[src/rtl/io_bus_controller.sv]
// CPU-side bus controller: decodes RAM, keypad, seven-segment and timer accesses.
// Reads complete 3 cycles after cpu_req and writes 2 cycles after. A request made while busy is dropped and sets bus_err.
module io_bus_controller (
    input  logic        clk,
    input  logic        rst,
    input  logic        cpu_req,
    input  logic        cpu_we,
    input  logic [15:0] cpu_addr,
    input  logic [15:0] cpu_wdata,
    output logic [15:0] cpu_rdata,
    output logic        cpu_ready,
    output logic        cpu_busy,
    output logic [7:0]  ram_addr,
    output logic        ram_we,
    output logic [15:0] ram_wdata,
    input  logic [15:0] ram_rdata,
    input  logic [15:0] keypad_out,
    output logic        statusordata,
    output logic        keypad_ack,
    input  logic [15:0] timer_out,
    output logic        timeorready,
    output logic        timer_ack,
    output logic [15:0] seven_seg_data,
    output logic        bus_err
);

    localparam logic [15:0] ADDR_KEYPAD_CHK = 16'hFF00;
    localparam logic [15:0] ADDR_KEYPAD_DAT = 16'hFF01;
    localparam logic [15:0] ADDR_SEVENSEG   = 16'hFF02;
    localparam logic [15:0] ADDR_BUTTON_CHK = 16'hFF03;
    localparam logic [15:0] ADDR_TIMER_DAT  = 16'hFF04;

    typedef enum logic [1:0] {IDLE, SEL, CAPT, DONE} state_t;

    state_t      state, state_nxt;
    logic [15:0] lat_addr;
    logic        lat_we;
    logic [15:0] lat_wdata;

    logic is_ram, is_kchk, is_kdat, is_seg, is_bchk, is_tdat;
    logic is_writable, is_mapped;

    always_comb begin
        is_ram      = (lat_addr[15:8] == 8'h00);
        is_kchk     = (lat_addr == ADDR_KEYPAD_CHK);
        is_kdat     = (lat_addr == ADDR_KEYPAD_DAT);
        is_seg      = (lat_addr == ADDR_SEVENSEG);
        is_bchk     = (lat_addr == ADDR_BUTTON_CHK);
        is_tdat     = (lat_addr == ADDR_TIMER_DAT);
        is_writable = is_ram | is_seg;
        is_mapped   = is_ram | is_kchk | is_kdat | is_seg | is_bchk | is_tdat;
    end

    always_ff @(posedge clk) begin
        if (rst) begin
            state <= IDLE;
        end else begin
            state <= state_nxt;
        end
    end

    always_comb begin
        state_nxt    = state;
        cpu_busy     = 1'b1;
        cpu_ready    = 1'b0;
        ram_we       = 1'b0;
        statusordata = 1'b0;
        timeorready  = 1'b0;
        keypad_ack   = 1'b0;
        timer_ack    = 1'b0;
        case (state)
            IDLE: begin
                cpu_busy = 1'b0;
                if (cpu_req) state_nxt = SEL;
            end
            SEL: begin
                statusordata = is_kdat;
                timeorready  = is_tdat;
                ram_we       = lat_we & is_ram;
                state_nxt    = lat_we ? DONE : CAPT;
            end
            CAPT: begin
                statusordata = is_kdat;
                timeorready  = is_tdat;
                state_nxt    = DONE;
            end
            DONE: begin
                statusordata = is_kdat;
                timeorready  = is_tdat;
                cpu_ready    = 1'b1;
                keypad_ack   = ~lat_we & is_kdat;
                timer_ack    = ~lat_we & is_tdat;
                state_nxt    = IDLE;
            end
            default: state_nxt = IDLE;
        endcase
    end

    // The RAM address stays on the bus through CAPT so the registered RAM read lands there.
    assign ram_addr  = lat_addr[7:0];
    assign ram_wdata = lat_wdata;

    always_ff @(posedge clk) begin
        if (rst) begin
            lat_addr       <= 16'h0000;
            lat_we         <= 1'b0;
            lat_wdata      <= 16'h0000;
            cpu_rdata      <= 16'h0000;
            seven_seg_data <= 16'h0000;
            bus_err        <= 1'b0;
        end else begin
            if (state == IDLE && cpu_req) begin
                lat_addr  <= cpu_addr;
                lat_we    <= cpu_we;
                lat_wdata <= cpu_wdata;
            end
            if (state != IDLE && cpu_req) bus_err <= 1'b1;
            if (state == SEL && lat_we) begin
                if (is_seg) seven_seg_data <= lat_wdata;
                if (!is_writable) bus_err <= 1'b1;
            end
            if (state == CAPT) begin
                if (is_ram)                 cpu_rdata <= ram_rdata;
                else if (is_kchk | is_kdat) cpu_rdata <= keypad_out;
                else if (is_bchk | is_tdat) cpu_rdata <= timer_out;
                else if (is_seg)            cpu_rdata <= seven_seg_data;
                else                        cpu_rdata <= 16'h0000;
                if (!is_mapped) bus_err <= 1'b1;
            end
        end
    end

endmodule

[config.mk]
export PLATFORM = sky130hd
export DESIGN_NAME = io_bus_controller
export DESIGN_NICKNAME = d
export VERILOG_FILES = /design/src/rtl/io_bus_controller.sv
export SDC_FILE = /design/constraint.sdc
export NUM_CORES = 1
export LEC_CHECK = 0
export BUFFER_PORTS_ARGS = -buffer_cell sky130_fd_sc_hd__buf_2
export CORE_MARGIN = 8
export CORE_UTILIZATION = 30
export CTS_BUF_LIST = sky130_fd_sc_hd__clkbuf_2
export DETAILED_ROUTE_END_ITERATION = 12
export HOLD_SLACK_MARGIN = 0.1
export PLACE_DENSITY = 0.54
export SYNTH_ARGS = -nofsm -noshare
export SYNTH_HDL_FRONTEND = slang
export SYNTH_SLANG_ARGS = --single-unit
[constraint.sdc]
create_clock -name clk -period 2.7 [get_ports clk]
set_clock_uncertainty 0.15 [all_clocks]
set_input_delay 0.135 -clock clk [delete_from_list [all_inputs] [get_ports clk]]
set_output_delay 0.135 -clock clk [all_outputs]
set_load 0.02 [all_outputs]
==> results.json <==
{
  "setup_violations": 0,
  "endpoint": "seven_seg_data[6]",
  "critPathKind": "flip-flop to flip-flop",
  "grt_setup_unrepaired": "false",
  "final_util": 0.523,
  "min_period_ns": 2.62,
  "relSlewSlack": 0.431,
  "design.core.area_mm2": 0.00977,
  "insertion_delay_ns": 0.51,
  "cp_slowest_stage_delay_ns": 0.57,
  "grt_max_degree": 44,
  "port_buffers": 147,
  "synth-xor-area-share": 0,
  "synthCells": 388,
  "placed_cell_area_mm2": 0.00385,
  "path_delay_family": "simple AND/OR/NAND/NOR gates",
  "synth.cell_area_mm2": 0.00301,
  "grt_pass1_wl_um": 18600,
  "crit_path_start": "lat_addr[4]",
  "synth-seq-cells": 68,
  "cp_cell_sequence": "or4_4 > or4_4 > or4_1 > buf_4 > nand2_1 > a21oi_1",
  "power_density_mw_per_mm2": 695,
  "die_x_um": 116,
  "post_cts_buffers": 0,
  "vias": 3685,
  "fin_tns_setup_ns": 0,
  "cts_made_buffers": 9,
  "synth_top_area_frac": 0.452,
  "hold_class": "input port to flip-flop",
  "die_area_mm2": 0.0135,
  "synth_fa_ha_area_frac": 0.0166,
  "cap_viol_max_count": 0,
  "irDropWorstVdd_mv": 0.309,
  "route.detailed.drc": 0,
  "required_ns": 2.93,
  "cp_slowest_cell": "or4_4",
  "gp_congestion": 0.815,
  "post_synth_num_cell_types": 29,
  "yosys_warnings": 0,
  "regArea_mm2": 0.00136,
  "clock.fmax_ghz": 0.381,
  "ios": 148,
  "drt_first_pass_iters": 5,
  "wl_um": 12000,
  "syn_nets": 476,
  "setup_ws_ns": 0.0752,
  "synthTopCellsByArea": "dfxtp_1 45%, a21oi_1 13%, nand2_1 13%, a22oi_1 4.0%, nor2_1 3.1%",
  "synth_seq_area_share": 0.452,
  "status": "completed",
  "fin_nets": 727,
  "area_growth_pct": 69.4,
  "grt_overflow": 0,
  "drv_slew": 0,
  "antenna_found_initial": 0,
  "synth_top_cell_by_area": "dfxtp_1",
  "wl_per_cell_um": 15.4,
  "min_period_over_period": 0.972,
  "syn-mean-instance-area_um2": 7.77,
  "synth_compound_area_frac": 0.237,
  "power.leakage_nw": 2.20,
  "hold_viol_final": 0,
  "num_rows": 36,
  "multi_input_area_mm2": 0.00148,
  "clk_path_buf_depth": 2,
  "cp-start-kind": "flip-flop",
  "die_h_um": 116,
  "viasPerCell": 4.73,
  "grt_util_all_layers": 0.176,
  "grt_pass1_vias": 3698,
  "synth-simple-area-share": 0.231,
  "drtAntennaViolNets": 0,
  "start_util": 0.308,
  "muxShareOfSynthArea": 0.00332,
  "design_area_mm2": 0.00511,
  "place_ws_ns": 0.117,
  "path_clk_slew_ns": 0.21,
  "cp.depth": 6,
  "r2r_slack_ns": 0.08,
  "crit_path_max_fanout": 16,
  "cts_sinks": 68,
  "drtIter0Drc": 284,
  "cts_tree": "done",
  "htreeDepth": 3,
  "crit_buf_inv": 1,
  "n_fill_cell": 943,
  "cts-root-buf": "clkbuf_2",
  "synth_top_family_by_area": "compound AO/OA/AOI/OAI gates",
  "power.total_mw": 3.55,
  "crit_top_cell": "or4_4",
  "critical_path_arrival_ns": 2.86,
  "worstMarginPinSlew_ns": 0.853,
  "timing.rr.end": "seven_seg_data[6]",
  "hpwl_um": 7780,
  "cp-end-kind": "flip-flop",
  "reg2reg_depth": 6,
  "drive_gt1_frac": 0.280,
  "crit-reg2reg-launch": "lat_addr[4]"
}
## registers in the layout, summed over array words and instances, names as in the netlist
name / cells
lat_we: 1
cpu_rdata: 16
seven_seg_data: 16
ram_wdata: 16
bus_err: 1
state: 2
lat_addr: 16
## power by group
| part | switching, mW | total [mW] | internal [mW] | leakage (nW) |
|---|---|---|---|---|
| registers | 0.161 | 1.38 | 1.22 | 0.555 |
| logic | 0.954 | 1.66 | 0.710 | 1.59 |
| clock network | 0.392 | 0.508 | 0.116 | 0.0591 |
## metrics by stage
step / cells / hold WS [ns]
finish: 779 / 0.273
global route: 777 / 0.270
CTS: 777 / 0.217
detailed placement: 645 / 0.231
global placement: 645 / 0.226
floorplan: 388 / 0.121
## layer usage
layer | vias up | global-route usage | wire length, µm | part of all wire
li1 | 1841 | - | - | -
met1 | 1692 | 0.206 | 5020 | 0.42
met2 | 124 | 0.295 | 5970 | 0.50
met3 | 28 | 0.0315 | 667 | 0.055
met4 | 0 | 0.105 | 370 | 0.031
met5 | - | 0 | 0 | 0
## worst min path at each step
stage,from,to,slack [ns],cells after the start
final,keypad_out[4],cpu_rdata[4],0.27,4
after detailed placement,cpu_wdata[1],ram_wdata[1],0.23,3
after floorplan,cpu_addr[3],lat_addr[3],0.12,2
after global placement,cpu_wdata[14],ram_wdata[14],0.23,3
after global routing,keypad_out[5],cpu_rdata[5],0.27,4
after CTS,keypad_out[5],cpu_rdata[5],0.22,4
## what timing repair did
| action | CTS | global route |
|---|---|---|
| hold endpoints to repair | 61 | 0 |
| resized for setup | 0 | 1 |
| hold buffers | 116 | 0 |
| setup endpoints to repair | 0 | 4 |
## layout by cell type (no fill, tap or decap), types with 2 or more instances in the layout
cell type      netlist  routed
o22ai_1              8       8
a22oi_1             16      16
buf_4                8      10
inv_1                3       3
a211o_1              8       8
nor3_2               2       2
or4_4                2       2
nor4_1               3       2
nand3_1              2       2
clkbuf_2             0       9
and2_1               2       2
ha_1                 4       4
a211oi_1             8       8
nor2_1              25      25
a21oi_1             79      79
buf_2                5     147
clkinv_2             0       3
dfxtp_1             68      68
nand2_1            104     104
clkinv_4             0       2
dlygate4sd3_1        0     116
diode_2              0       2
nand2b_1            11      11
## kinds of logic after synthesis
family,after synthesis
adders and majority gates,4
muxes,1
and+or+nand+nor,157
DFF,68
AOI/OAI and AO/OA,121
buffers and inverters,37
## worst reg2reg max path, delay by kind of cell (launching register included)
kind            cells  cell delay (ns)
simple gates        4             1.72
compound gates      1             0.06
buf+inv             1             0.20
flops               1             0.36
## synthesized netlist by cell type (all sizes together)
master and number:
nand2 104, a21oi 79, dfxtp 68, nor2 25, clkbuf 20, a22oi 16, buf 14, nand2b 11
a211o 8, a211oi 8, o22ai 8, ha 4, nor4 4, inv 3, or4 3, and2 2
nand3 2, nor3 2, a311oi 1, and3b 1, mux2i 1, nand3b 1, nand4 1, nor4b 1
o221ai 1
## cell type report
class / count / share of cell area
diodes: 2 / 0.000980
clock buffers: 9 / 0.00882
clock inverters: 7 / 0.00857
inverters: 3 / 0.00220
multi-input cells: 283 / 0.290
flip-flops and latches: 68 / 0.267
well taps: 133 / 0.0326
repair buffers: 274 / 0.390
No activity file was read; power rests on OpenSTA's default activity.
